===== config.mk =====
export PLATFORM = sky130hd
export DESIGN_NAME = miriscv_lsu_obi
export DESIGN_NICKNAME = d
export VERILOG_FILES = /design/src/rtl/riscv_pkg.sv /design/src/rtl/miriscv_lsu_align.sv /design/src/rtl/miriscv_lsu_obi.sv
export SDC_FILE = /design/constraint.sdc
export NUM_CORES = 1
export LEC_CHECK = 0
export CAP_MARGIN = 15
export CORE_ASPECT_RATIO = 1.25
export CORE_MARGIN = 2
export CORE_UTILIZATION = 28
export CTS_BUF_LIST = sky130_fd_sc_hd__clkbuf_16
export CTS_CLUSTER_SIZE = 8
export DETAILED_ROUTE_END_ITERATION = 8
export PLACE_DENSITY = 0.55
export SLEW_MARGIN = 20
export SYNTH_ARGS = -nofsm -noshare
export SYNTH_HDL_FRONTEND = slang
export SYNTH_SLANG_ARGS = --single-unit

===== constraint.sdc =====
create_clock -name clk_i -period 2.4 [get_ports clk_i]
set_input_delay 0.48 -clock clk_i [delete_from_list [all_inputs] [get_ports clk_i]]
set_output_delay 0.48 -clock clk_i [all_outputs]
set_load 0.03 [all_outputs]

===== src/rtl/riscv_pkg.sv =====
// rtl/riscv_pkg.sv - shared load/store codes, LSU state and exception causes
package riscv_pkg;

  localparam logic [2:0] LDST_B  = 3'b000;
  localparam logic [2:0] LDST_H  = 3'b001;
  localparam logic [2:0] LDST_W  = 3'b010;
  localparam logic [2:0] LDST_D  = 3'b011;
  localparam logic [2:0] LDST_BU = 3'b100;
  localparam logic [2:0] LDST_HU = 3'b101;
  localparam logic [2:0] LDST_WU = 3'b110;

  typedef enum logic [1:0] {IDLE, REQ, WAIT, DONE} lsu_state_t;

  localparam logic [1:0] LSU_EXC_MISALIGN = 2'b01;
  localparam logic [1:0] LSU_EXC_ILLEGAL  = 2'b10;
  localparam logic [1:0] LSU_EXC_BUSERR   = 2'b11;

endpackage


===== src/rtl/miriscv_lsu_align.sv =====
// rtl/miriscv_lsu_align.sv - byte enables, store replication and load extension
module miriscv_lsu_align
  import riscv_pkg::*;
#(
  parameter int XLEN = 32,
  localparam int BE_W = XLEN / 8,
  localparam int OFF_W = $clog2(BE_W)
) (
  input  logic [2:0]       size_i,
  input  logic [OFF_W-1:0] offset_i,
  input  logic [XLEN-1:0]  wdata_i,
  input  logic [XLEN-1:0]  rdata_i,
  output logic [BE_W-1:0]  be_o,
  output logic [XLEN-1:0]  wdata_o,
  output logic [XLEN-1:0]  rdata_o
);

  logic [BE_W-1:0] base_be;
  logic [XLEN-1:0] lane;

  always_comb begin
    base_be = '0;
    wdata_o = '0;
    case (size_i[1:0])
      2'b00: begin
        base_be = BE_W'(1);
        wdata_o = {BE_W{wdata_i[7:0]}};
      end
      2'b01: begin
        base_be = BE_W'(3);
        wdata_o = {(BE_W/2){wdata_i[15:0]}};
      end
      2'b10: begin
        base_be = BE_W'(4'hF);
        wdata_o = {(BE_W/4){wdata_i[31:0]}};
      end
      default: begin
        base_be = BE_W'(8'hFF);
        wdata_o = wdata_i;
      end
    endcase
    be_o = base_be << offset_i;
  end

  // Bring the addressed lane down to bit 0 before extending.
  always_comb begin
    lane    = rdata_i >> {offset_i, 3'b000};
    rdata_o = '0;
    case (size_i)
      LDST_B:  rdata_o = XLEN'($signed(lane[7:0]));
      LDST_H:  rdata_o = XLEN'($signed(lane[15:0]));
      LDST_W:  rdata_o = XLEN'($signed(lane[31:0]));
      LDST_D:  rdata_o = lane;
      LDST_BU: rdata_o = XLEN'(lane[7:0]);
      LDST_HU: rdata_o = XLEN'(lane[15:0]);
      LDST_WU: rdata_o = XLEN'(lane[31:0]);
      default: rdata_o = '0;
    endcase
  end

endmodule


===== src/rtl/miriscv_lsu_obi.sv =====
// rtl/miriscv_lsu_obi.sv - load/store unit with req/gnt/rvalid data memory port
module miriscv_lsu_obi
  import riscv_pkg::*;
#(
  parameter int XLEN = 32,
  parameter int ADDR_W = 32,
  localparam int BE_W = XLEN / 8
) (
  input  logic              clk_i,
  input  logic              arstn_i,
  input  logic              lsu_req_i,
  input  logic              lsu_we_i,
  input  logic [2:0]        lsu_size_i,
  input  logic [ADDR_W-1:0] lsu_addr_i,
  input  logic [XLEN-1:0]   lsu_data_i,
  output logic [XLEN-1:0]   lsu_data_o,
  output logic              core_stall_o,
  output logic              lsu_exc_o,
  output logic [1:0]        lsu_exc_cause_o,
  output logic              data_req_o,
  input  logic              data_gnt_i,
  output logic              data_we_o,
  output logic [BE_W-1:0]   data_be_o,
  output logic [ADDR_W-1:0] data_addr_o,
  output logic [XLEN-1:0]   data_wdata_o,
  input  logic              data_rvalid_i,
  input  logic [XLEN-1:0]   data_rdata_i,
  input  logic              data_err_i
);

  localparam int OFF_W = $clog2(BE_W);

  lsu_state_t        state_q;
  logic              we_q;
  logic [2:0]        size_q;
  logic [ADDR_W-1:0] addr_q;
  logic [OFF_W-1:0]  off_q;
  logic [XLEN-1:0]   wdata_q;
  logic [XLEN-1:0]   data_q;
  logic              exc_q;
  logic [1:0]        cause_q;

  logic              in_idle;
  logic              illegal;
  logic              misal;
  logic              start_ok;
  logic [ADDR_W-1:0] addr_al;
  logic [2:0]        al_size;
  logic [OFF_W-1:0]  al_off;
  logic [XLEN-1:0]   al_wdata;
  logic [BE_W-1:0]   al_be;
  logic [XLEN-1:0]   al_wdata_rep;
  logic [XLEN-1:0]   al_rdata;

  always_comb begin
    illegal = (lsu_size_i == 3'b111) ||
              ((XLEN == 32) && ((lsu_size_i == LDST_D) || (lsu_size_i == LDST_WU)));
    misal = 1'b0;
    case (lsu_size_i)
      LDST_H, LDST_HU: misal = lsu_addr_i[0];
      LDST_W, LDST_WU: misal = |lsu_addr_i[1:0];
      LDST_D:          misal = |lsu_addr_i[2:0];
      default:         misal = 1'b0;
    endcase
  end

  assign in_idle  = (state_q == IDLE);
  assign start_ok = in_idle && lsu_req_i && !illegal && !misal;
  assign addr_al  = {lsu_addr_i[ADDR_W-1:OFF_W], OFF_W'(0)};

  // The first request cycle comes straight from the core; later ones replay the latch.
  assign al_size  = in_idle ? lsu_size_i : size_q;
  assign al_off   = in_idle ? lsu_addr_i[OFF_W-1:0] : off_q;
  assign al_wdata = in_idle ? lsu_data_i : wdata_q;

  miriscv_lsu_align #(.XLEN(XLEN)) u_align (
    .size_i   (al_size),
    .offset_i (al_off),
    .wdata_i  (al_wdata),
    .rdata_i  (data_rdata_i),
    .be_o     (al_be),
    .wdata_o  (al_wdata_rep),
    .rdata_o  (al_rdata)
  );

  assign data_req_o   = start_ok || (state_q == REQ);
  assign data_addr_o  = data_req_o ? (in_idle ? addr_al : addr_q) : '0;
  assign data_we_o    = data_req_o && (in_idle ? lsu_we_i : we_q);
  assign data_be_o    = data_req_o ? al_be : '0;
  assign data_wdata_o = data_req_o ? al_wdata_rep : '0;

  assign core_stall_o    = in_idle ? lsu_req_i : (state_q != DONE);
  assign lsu_data_o      = data_q;
  assign lsu_exc_o       = exc_q;
  assign lsu_exc_cause_o = cause_q;

  always_ff @(posedge clk_i) begin
    if (!arstn_i) begin
      state_q <= IDLE;
      we_q    <= 1'b0;
      size_q  <= '0;
      addr_q  <= '0;
      off_q   <= '0;
      wdata_q <= '0;
      data_q  <= '0;
      exc_q   <= 1'b0;
      cause_q <= '0;
    end else begin
      case (state_q)
        IDLE: begin
          if (lsu_req_i) begin
            if (illegal || misal) begin
              data_q  <= '0;
              exc_q   <= 1'b1;
              cause_q <= illegal ? LSU_EXC_ILLEGAL : LSU_EXC_MISALIGN;
              state_q <= DONE;
            end else begin
              we_q    <= lsu_we_i;
              size_q  <= lsu_size_i;
              addr_q  <= addr_al;
              off_q   <= lsu_addr_i[OFF_W-1:0];
              wdata_q <= lsu_data_i;
              state_q <= data_gnt_i ? WAIT : REQ;
            end
          end
        end
        REQ: begin
          if (data_gnt_i) state_q <= WAIT;
        end
        WAIT: begin
          if (data_rvalid_i) begin
            state_q <= DONE;
            if (data_err_i) begin
              data_q  <= '0;
              exc_q   <= 1'b1;
              cause_q <= LSU_EXC_BUSERR;
            end else begin
              data_q <= we_q ? '0 : al_rdata;
            end
          end
        end
        DONE: begin
          exc_q   <= 1'b0;
          cause_q <= '0;
          state_q <= IDLE;
        end
        default: state_q <= IDLE;
      endcase
    end
  end

endmodule


== Word level (Yosys, flattened, before mapping) ==
Cells that the tools add are included.
Storage, ports and cells
  register bits after elaboration: 105
  bits of input ports: 106
  output and inout bits: 106
  logic and storage cells: 94
Operators by class
  equal/unequal tests: 22
  shift operators: 2
  multiplexer cells: 36
  bitwise gates (word level): 1
  reduce and logical (&&, ||, !) cells: 24
Operators by type and width (count)
  $mux W32: 9
  $pmux W32 S5: 1
  $pmux W32 S2: 2
  $shr A32 B5 Y32: 1
  $mux W2: 11
  $eq A3 B3 Y1 const B: 6
  $eq A3 B2 Y1 const B: 4
  $ne A2 B2 Y1 const B: 5
  $pmux W2 S4: 1
  $pmux W4 S2: 1
  $eq A3 B1 Y1 const B: 2
  $mux W1: 6
  $pmux W1 S3: 2
  $pmux W2 S3: 1
  $reduce_and A3 Y1: 2
  $reduce_or A2 Y1: 3
  $reduce_or A3 Y1: 2
  $reduce_and A5 Y1: 1
  $eq A2 B1 Y1 const B: 2
  $eq A2 B2 Y1 const B: 2
  $logic_and A1 B1 Y1: 4
  $logic_not A2 Y1: 2
  $logic_or A1 B1 Y1: 4
  $mux W4: 1
  other kinds (9): 10

== Depth between registers and ports, before layout ==
Gate-level depths: netlist (run 1).
  depth after elaboration: 9
  gate-level depth with buffers: 11
  mapped depth without buffers: 7

== By module ==
From an unflattened synthesis (run 1), not the netlist that was laid out.
Second synthesis, totals
  cells, all modules: 781
  area total of the unflattened synthesis: 6468.7 µm²
Modules (own cells, without submodules)
  miriscv_lsu_obi: times used 1, cells an instance 617, area each 5295.1 µm²
  miriscv_lsu_align: times used 1, cells an instance 164, area each 1173.6 µm²

== Worst setup path before layout (run 1) ==
OpenSTA, ideal clock, no wires.
  path kind: flip-flop to output port
  from: register state_q[0]
  to: output port data_wdata_o[27]
  arrival time: 3.124 ns
  setup slack: -1.204 ns
  stages on the path, launching flop included: 10
  cells stage by stage: dfxtp_1 > inv_1 > ha_1 > buf_6 > buf_6 > buf_4 > buf_4 > buf_4 > mux2i_1 > a2111oi_0
On the way
  word-level cells in the longest chain between the ends: 6
RTL lines
  start: declaration: line miriscv_lsu_obi.sv:33  | lsu_state_t state_q;
  start signal: assignment: line miriscv_lsu_obi.sv:123  | state_q <= data_gnt_i ? WAIT : REQ;
  branches (longest 5 deep; another with $pmux W32 S2)
  $mux W32 *: line miriscv_lsu_obi.sv:90  | assign data_wdata_o = data_req_o ? al_wdata_rep : '0;
  end: declaration: line miriscv_lsu_obi.sv:25  | output logic [XLEN-1:0] data_wdata_o,
Mark *: on every way between the ends.

== Worst setup path in the final report (run 1) ==
  from: register state_q[1]
  to: output port data_wdata_o[29]
Same word-level chain as after synthesis.

==> flow_summary_export.csv, run 1 <==
group,metric,value,unit
status,outcome,"finished with violations",
status,violations,"setup timing",
timing,worst_slew_pin_slew,0.5593,ns
timing,hold_viol,0,
global_route,grt_pass1_wl,37820,microns
timing,grt_setup_unrepaired,"yes",
timing,drv_slew,0,
setup_path,worstPathArrival,2.15,ns
yosys,synth_enable_flop_cells,0,
global_route,track_usage,20.96,%
flow_run,max-cap-violations,0,
global_route,grt_pass1_vias,6776,
pwr,switchingPower,6.322,mW
routing,num_vias,6836,
timing,max_freq,0.3800,GHz
die,initial_utilization,28.47,%
timing,skew,0.01082,ns
yosys,async_flop_share,0,%
clocking,cts_buffers,9,
setup_path,cp.required,1.92,ns
routing,vias_per_cell,5.008,
global_route,grt_max_degree,59,
finish,n_fill_cell,1970,
finish,multiInputGateArea,4735,sq um
setup_path,startpoint_type,"flip-flop",
die,fp.dieArea,23120,sq um
timing,fin_ws,-0.2314,ns
clocking,cts_tree,"yes",
placed_design,dpl.hpwl,16920,microns
timing,setup_viol,42,
pwr,power_frac_seq,14.3,%
clocking,root_buffer,"clkbuf_16",
clocking,cts.sinks,105,
setup_path,crit_path_max_fanout,9,
setup_path,end_kind,"output port",
die,die_width,136.4,microns
timing,max_slew_margin,62.71,%
routing,drt_wl_total,24930,microns
yosys,seq_area_frac_synth,34.26,%
clocking,clk_pin_slew,0.08,ns
pwr,p_int,7.962,mW
yosys,synth_top_area_share,34.26,%
yosys,synthTopCellsByArea,"dfxtp_1 34%, nand2_1 11%, mux2i_1 8.5%",
yosys,yosysWarnings,0,
finish,diodes,0,
yosys,avgSynthCellArea,7.717,sq um
finish,nets,1191,
clocking,cts_buffer_depth,2,
yosys,synthCells,795,
yosys,yosys.area.top_type,"dfxtp_1",
pwr,p_per_area,1275,nW/um^2
finish,syn_to_final_growth,82.64,%
min_path,hold_class,"input port to flip-flop",
placed_design,numPortBuffers,209,
pwr,netSwitchingFraction,44.26,%
die,dieHeight,169.5,microns
routing,wl_per_cell,18.26,microns
yosys,synth_seq_cells,105,
pwr,total_leakage_power,4.138,nW
clocking,ctsHtreeMaxLevel,3,
placed_design,place_ws,-0.7426,ns
placed_design,place.gp.congestion,0.8151,
yosys,synth_ff_type,"dfxtp_1",
die,coreArea,21550,sq um
routing,ant_nets,0,
global_route,grt.overflow.total,0,
setup_path,crit_type,"flip-flop to output port",
finish,register_area,2105,sq um
pwr,clkPwrFrac,13.3,%
pwr,p_comb_share,72.4,%
die,rows,60,
timing,period_minus_slack,2.631,ns
finish,drive_above_1_share,34.90,%
clocking,worstSkewPairLatency,0.36,ns
timing,post-route-period-util,109.6,%
routing,drtIter0Drc,309,
yosys,synthDistinctLibCells,56,
routing,drtPass1Iterations,5,
global_route,antenna_found_initial,0,
pwr,ir_drop,0.6676,mV
die,boundaryPins,212,
timing,tns,-4.674,ns
yosys,syn-cell-area,6135,sq um
routing,drc,0,
clocking,hold_buffers,0,
[critical path, stage by stage (launching register included)]
cell and delay (ns):
dfxtp_2 0.34, inv_2 0.05, ha_4 0.20, buf_12 0.16, buf_16 0.14, buf_8 0.13, mux2i_1 0.11, buf_4 0.15
a2111oi_4 0.34, buf_6 0.19
[sequential cells by signal, summed over array words and instances, names as in the netlist]
name and count:
addr_q 30, lsu_data_o 32, lsu_exc_cause_o 2, lsu_exc_o 1, off_q 2, size_q 3
state_q 2, wdata_q 32, we_q 1
[per-layer routing]
metal / vias up / part of all wire [%] / track usage (%)
met5: - / 0 / 0
met4: 0 / 1.7 / 5.978
met3: 25 / 6.3 / 4.540
met2: 200 / 50 / 36.07
met1: 3248 / 42 / 26.15
li1: 3363 / - / -
[cells in the mapped netlist, types with 4 or more instances]
| cell | n |
|---|---|
| a2111oi_0 | 7 |
| a211oi_1 | 16 |
| a211oi_2 | 11 |
| a21oi_1 | 95 |
| a22oi_1 | 30 |
| a32oi_1 | 7 |
| and2_1 | 10 |
| buf_1 | 8 |
| buf_2 | 15 |
| buf_4 | 7 |
| buf_6 | 4 |
| clkbuf_1 | 34 |
| dfxtp_1 | 105 |
| ha_1 | 4 |
| inv_1 | 8 |
| mux2_2 | 12 |
| mux2i_1 | 52 |
| nand2_1 | 174 |
| nand2b_1 | 16 |
| nand3_1 | 23 |
| nor2_1 | 73 |
| nor2b_1 | 4 |
| nor3b_1 | 15 |
| o21ai_0 | 11 |
| o22ai_1 | 11 |
| o2bb2ai_1 | 8 |
[power groups by stage]
stage	registers [mW]	logic, mW	clock network [mW]
finish	2.04	10.3	1.90
global route	2.06	10.9	2.01
CTS	2.03	9.62	1.95
detailed placement	2.07	7.74	0
global placement	2.06	7.74	0
floorplan	2.16	4.80	0
[placed cells by master, fill, tap and decap left out, types with 6 or more instances in the layout]
| cell type | instances |
|---|---|
| a2111oi_4 | 7 |
| a211oi_2 | 12 |
| a211oi_4 | 10 |
| a21oi_1 | 88 |
| a22oi_1 | 30 |
| a32oi_1 | 7 |
| and2_4 | 6 |
| buf_12 | 19 |
| buf_4 | 92 |
| buf_6 | 76 |
| buf_8 | 7 |
| clkbuf_16 | 11 |
| clkdlybuf4s50_1 | 134 |
| dfxtp_1 | 103 |
| mux2_2 | 6 |
| mux2_4 | 8 |
| mux2i_1 | 30 |
| mux2i_2 | 10 |
| mux2i_4 | 14 |
| nand2_1 | 173 |
| nand2b_1 | 16 |
| nand3_1 | 23 |
| nor2_1 | 34 |
| nor2_4 | 38 |
| nor3b_1 | 11 |
| o21ai_1 | 6 |
| o22ai_4 | 8 |
| o2bb2ai_1 | 8 |
[stage by stage]
| step | std cells | power, mW | area, sq um | hold slack [ns] | utilization [%] |
|---|---|---|---|---|---|
| 3_3_place_gp | 1301 | 9.804 | 9428 | 0.4394 | 43.76 |
| 3_5_place_dp | 1301 | 9.811 | 9428 | 0.4464 | 43.76 |
| 2_1_floorplan | 796 | 6.961 | 6568 | 0.4338 | - |
| 6_report | 1365 | 14.28 | 11200 | 0.4372 | 52.00 |
| 5_1_grt | 1365 | 15.02 | 11200 | 0.4327 | 52.00 |
| 4_1_cts | 1352 | 13.60 | 10780 | 0.4173 | 50.02 |
[final timing paths]
kind	from	to	slack (ns)	cells past startpoint
worst min-delay path	lsu_addr_i[2]	addr_q[2]	0.44	3
worst max register to register	state_q[1]	lsu_data_o[20]	0.04	10
worst min register to register	wdata_q[22]	wdata_q[22]	0.46	2
worst max-delay path	state_q[1]	data_wdata_o[29]	-0.23	9
[what timing repair did]
item / CTS / global route
hold endpoints to repair: 0 / 0
setup endpoints to repair: 77 / 85
gates cloned: 4 / 2
resized for setup: 394 / 89
setup buffers: 32 / 16
pin swaps: 28 / 29
[cells by family after synthesis]
family,count (synthesis),share of synthesized area [%]
and+or+nand+nor,326,23.39
AOI/OAI and AO/OA,213,23.76
DFF,105,34.26
buffers and inverters,78,5.996
muxes,68,11.71
adders and majority gates,4,0.8159
other,1,0.06113
[area by class of cell]
cell class	count	area share [%]
clock inverter	7	1.329
sequential	105	18.78
tap	279	3.116
inverter	10	0.4578
timing repair buffer	341	32.05
clock buffer	9	2.010
multi-input combinational	614	42.26
No activity file was read; power rests on OpenSTA's default activity.
==> run 2: changes to the inputs <==
CTS_CLUSTER_SIZE = 14   (was 8)
DONT_BUFFER_PORTS = 1   (was unset)
PLACE_DENSITY = 0.42   (was 0.55)
SLEW_MARGIN = 0   (was 20)
==> run 2 against run 1 <==
Compared with the run above:
- the flow still finishes with violations (setup timing)
- register-to-register slack gained 0.03 ns
- worst setup slack gained 0.049 ns
- clock skew shrank 0.0013 ns
- largest power group unchanged
==> flow_summary_export.csv, run 2 (synthesis results as in run 1) <==
group,metric,value,unit
timing,worst_slew_pin_slew,0.6752,ns
setup_path,r2r-end,"lsu_data_o[30]",
routing,wl_per_cell,20.32,microns
clocking,cts_tree,"yes",
routing,vias_per_cell,5.237,
finish,syn_to_final_growth,51.68,%
finish,fin_util,43.19,%
setup_path,r2r_cells,11,
finish,final_common_cell,"nand2_1",
min_path,hold_class,"input port to flip-flop",
die,fp.dieArea,23120,sq um
finish,diodes,0,
clocking,clk_pin_slew,0.08,ns
clocking,cts_buffers,9,
global_route,antenna_found_initial,0,
pwr,total_leakage_power,3.362,nW
die,dieHeight,169.5,microns
status,violations,"setup timing",
setup_path,crit_path_max_fanout,8,
timing,setup_viol,55,
timing,fin_ws,-0.1826,ns
die,rows,60,
finish,layout_common_cells,"173 x nand2_1, 103 x dfxtp_1, 87 x a21oi_1, 65 x buf_4, 55 x buf_6",
setup_path,r2r_slack,0.07,ns
clocking,cts_buffer_depth,2,
routing,drtIter0Drc,307,
routing,drc,0,
finish,n_fill_cell,2067,
timing,period_minus_slack,2.583,ns
placed_design,dpl.hpwl,16860,microns
setup_path,crit_type,"flip-flop to output port",
timing,drv_slew,0,
timing,skew,0.009471,ns
timing,holdWs,0.2447,ns
clocking,ctsHtreeMaxLevel,3,
timing,max_freq,0.3872,GHz
routing,ant_nets,0,
timing,grt_setup_unrepaired,"yes",
finish,drive_above_1_share,37.54,%
min_path,hold_path_depth,2,
timing,hold_viol,0,
placed_design,numPortBuffers,0,
global_route,grt_pass1_vias,6253,
clocking,cts.sinks,105,
pwr,p_per_area,1402,nW/um^2
min_path,worstHoldStart,"lsu_data_i[22]",
clocking,worstSkewPairLatency,0.36,ns
setup_path,startpoint_type,"flip-flop",
die,coreArea,21550,sq um
timing,max_slew_margin,54.82,%
placed_design,place.gp.congestion,0.8421,
die,initial_utilization,28.47,%
status,outcome,"finished with violations",
pwr,ir_drop,0.6659,mV
clocking,root_buffer,"clkbuf_16",
routing,drt_wl_total,24020,microns
die,boundaryPins,212,
finish,nets,1008,
routing,num_vias,6190,
setup_path,r2r_start,"state_q[1]",
clocking,hold_buffers,0,
die,die_width,136.4,microns
min_path,whs_endpoint,"wdata_q[22]",
global_route,grt.overflow.total,0,
global_route,track_usage,20.19,%
flow_run,max-cap-violations,0,
timing,post-route-period-util,107.6,%
setup_path,worstPathArrival,2.10,ns
setup_path,cp.required,1.92,ns
global_route,grt_pass1_wl,35630,microns
setup_path,end_kind,"output port",
routing,drtPass1Iterations,5,
global_route,grt_max_degree,57,
==> run 2: cell types whose count changed in the layout (fill, tap and decap cells not counted), sizes merged <==
cell	delta
buf	-51
bufbuf	+1
bufinv	-4
clkbuf	+2
clkdlybuf4s50	-134
clkinv	+4
o21ai	-1
==> run 2: critical path, stage by stage (launching register included) <==
cell	delay, ns
dfxtp_2	0.34
inv_2	0.07
ha_4	0.19
buf_6	0.15
mux2_4	0.37
clkbuf_16	0.20
a211oi_4	0.25
buf_12	0.16
==> run 2: power by group <==
| group | internal (mW) | switching, mW | leakage (nW) | total [mW] |
|---|---|---|---|---|
| combinational | 4.41 | 4.96 | 2.37 | 9.37 |
| clock | 0.729 | 0.772 | 0.142 | 1.50 |
| sequential | 1.92 | 0.256 | 0.852 | 2.18 |
==> run 2: metrics by stage <==
stage / std cells / total power [mW] / setup TNS (ns) / cell area [sq um] / setup WS [ns]
detailed placement: 1129 / 9.324 / -0.008504 / 7759 / -0.008504
finish: 1182 / 13.05 / -6.059 / 9305 / -0.1826
CTS: 1166 / 12.29 / -6.991 / 8798 / -0.1818
floorplan: 796 / 6.961 / -0.8354 / 6568 / -0.1788
global placement: 1129 / 9.245 / 0 / 7759 / 0.03575
global route: 1182 / 13.77 / -11.15 / 9305 / -0.2606
==> run 2: routing by layer <==
metal  up-vias  share of wire [%]  routed length (microns)  GRT usage (%)
li1       2986                  -                        -              -
met1      2971                 38                     9102          23.02
met4         0                2.0                      478          6.431
met3        28                9.4                     2253          7.557
met2       205                 51                    12190          34.67
met5         -                  0                        0              0
==> run 2: layout make-up <==
class	instances	area [sq um]	share of cell area [%]
clock inverter	7	66.31	0.7127
sequential	105	2105	22.62
multi-input combinational	613	4571	49.12
timing repair buffer	159	1946	20.91
inverter	10	43.79	0.4706
tap	279	349.1	3.752
clock buffer	9	225.2	2.420
==> run 2: what timing repair did <==
action,in CTS,in global routing
gates resized for setup,125,56
cloned,3,7
setup endpoints to repair,68,95
buffers inserted,21,11
pin swaps,16,26
==> run 2: how the worst max path moves through the flow <==
stage / startpoint / end / slack (ns) / cells past startpoint
6_report: state_q[1] / data_wdata_o[18] / -0.18 / 7
5_1_grt: state_q[0] / data_wdata_o[28] / -0.26 / 10
4_1_cts: state_q[1] / data_wdata_o[20] / -0.18 / 7
3_5_place_dp: state_q[0] / data_addr_o[9] / -0.009 / 7
3_3_place_gp: state_q[0] / data_addr_o[29] / 0.04 / 7
2_1_floorplan: state_q[0] / data_be_o[0] / -0.18 / 7
==> run 3: changes to the inputs <==
==> constraint.sdc (replaced) <==
create_clock -name clk_i -period 2.4 [get_ports clk_i]
set_input_delay 0.72 -clock clk_i [delete_from_list [all_inputs] [get_ports clk_i]]
set_output_delay 0.72 -clock clk_i [all_outputs]
set_load 0.03 [all_outputs]
==> run 3 against run 2 <==
Compared with the run above:
- the flow still finishes with violations (setup timing)
- die area did not move
- sequential share of layout area increased by 1.0 points
- first-iteration DRC count is 0.65% lower
- wire length fell by 4.5%
- critical path depth increased by 1
- critical path type is now input port to output port
- largest power group unchanged
- highest routed layer unchanged
==> flow_summary_export.csv, run 3 (synthesis results as in run 1) <==
group,metric,value,unit
clocking,root_buffer,"clkbuf_16",
global_route,grt_max_degree,49,
flow_run,max-cap-violations,0,
pwr,ir_drop,0.8009,mV
timing,tns,-28.19,ns
routing,drtIter0Drc,305,
die,boundaryPins,212,
placed_design,dp.cells,1157,
status,violations,"setup timing",
timing,fin_ws,-0.4645,ns
die,coreArea,21550,sq um
clocking,ctsHtreeMaxLevel,3,
global_route,grt_pass1_vias,6046,
clocking,cts_tree,"yes",
finish,finalNonFillerCells,1188,
global_route,track_usage,19.56,%
finish,nets,1014,
min_path,worstHoldStart,"addr_q[12]",
placed_design,place.gp.congestion,0.8547,
finish,layout_common_cells,"174 x nand2_1, 103 x dfxtp_1, 98 x buf_4, 87 x a21oi_1, 56 x nor2_1",
clocking,cts_buffer_depth,2,
setup_path,cp.required,1.68,ns
die,initial_utilization,28.47,%
clocking,cts_buffers,9,
pwr,p_per_area,1365,nW/um^2
setup_path,startpoint,"lsu_size_i[1]",
setup_path,r2r_start,"state_q[0]",
routing,drt_wl_total,22950,microns
die,die_width,136.4,microns
routing,ant_nets,0,
timing,holdWs,0.4556,ns
clocking,clk_pin_slew,0.08,ns
pwr,total_leakage_power,3.342,nW
die,dieHeight,169.5,microns
timing,max_slew_margin,65.01,%
setup_path,crit_type,"input port to output port",
pwr,design_power_total,12.15,mW
global_route,antenna_found_initial,0,
setup_path,end_kind,"output port",
setup_path,startpoint_type,"input port",
die,fp.dieArea,23120,sq um
clocking,worstSkewPairLatency,0.36,ns
timing,hold_viol,0,
min_path,hold_class,"flip-flop to flip-flop",
timing,period_minus_slack,2.864,ns
clocking,cts.sinks,105,
finish,diodes,0,
global_route,grt_pass1_wl,34700,microns
timing,skew,0.01149,ns
finish,finalInstanceArea,8901,sq um
routing,wl_per_cell,19.32,microns
routing,drc,0,
setup_path,worstPathArrival,2.14,ns
timing,post-route-period-util,119.4,%
routing,num_vias,6170,
finish,syn_to_final_growth,45.09,%
die,rows,60,
placed_design,dpl.hpwl,17090,microns
finish,final_common_cell,"nand2_1",
routing,drtPass1Iterations,5,
placed_design,postPlaceCellArea,7981,sq um
timing,drv_slew,0,
global_route,grt.overflow.total,0,
timing,setup_viol,77,
timing,grt_setup_unrepaired,"yes",
placed_design,numPortBuffers,0,
routing,vias_per_cell,5.194,
status,outcome,"finished with violations",
timing,max_freq,0.3491,GHz
setup_path,crit_path_max_fanout,16,
timing,worst_slew_pin_slew,0.5103,ns
finish,drive_above_1_share,33.00,%
-- run 3: power by group --
group          switching [mW]  total, mW  internal [mW]
combinational            4.61       8.41           3.80
clock                   0.737       1.57          0.834
sequential              0.242       2.17           1.92
total                    5.59       12.2           6.56
-- run 3: worst max-delay path, cell delays in order --
cell        delay (ns)
a21bo_4           0.21
o221ai_4          0.20
nor2_4            0.06
buf_12            0.15
nor2_4            0.28
clkinvlp_4        0.21
and2_4            0.17
buf_12            0.13
-- run 3: metal layers --
| metal | GRT usage [%] | up-vias | share of wire (%) |
|---|---|---|---|
| met1 | 21.19 | 2951 | 38 |
| met5 | 0 | - | 0 |
| met3 | 8.303 | 19 | 10 |
| met2 | 34.67 | 207 | 50 |
| li1 | - | 2993 | - |
| met4 | 5.254 | 0 | 1.7 |
-- run 3: area by class of cell --
| cell class | count | area, sq um |
|---|---|---|
| tap | 279 | 349.1 |
| clock inverter | 7 | 88.84 |
| sequential | 105 | 2105 |
| timing repair inverter | 1 | 7.507 |
| clock buffer | 9 | 225.2 |
| timing repair buffer | 164 | 1739 |
| fill | 2144 | 12640 |
| multi-input combinational | 613 | 4345 |
| inverter | 10 | 41.29 |
-- run 3: repair_timing --
action / in CTS / in global routing
pin swaps: 6 / 6
hold buffers: 0 / 0
gates resized for setup: 70 / 38
cloned: 0 / 2
endpoints found under the setup margin: 85 / 92
setup buffers: 5 / 9
-- run 3: path summary, 6_finish.rpt --
path              slack (ns)  cells past startpoint              end
setup / recovery       -0.46                      8  data_wdata_o[2]
hold / removal          0.46                      2       addr_q[12]
setup reg to reg       -0.01                     10   lsu_data_o[27]
hold reg to reg         0.46                      2       addr_q[12]
-- run 3: stage by stage --
step           utilization, %  worst slack (ns)
2_1_floorplan               -           -0.5109
3_3_place_gp            37.04           -0.4064
3_5_place_dp            37.04           -0.4704
4_1_cts                 40.06           -0.4816
5_1_grt                 41.31           -0.5383
6_report                41.31           -0.4645
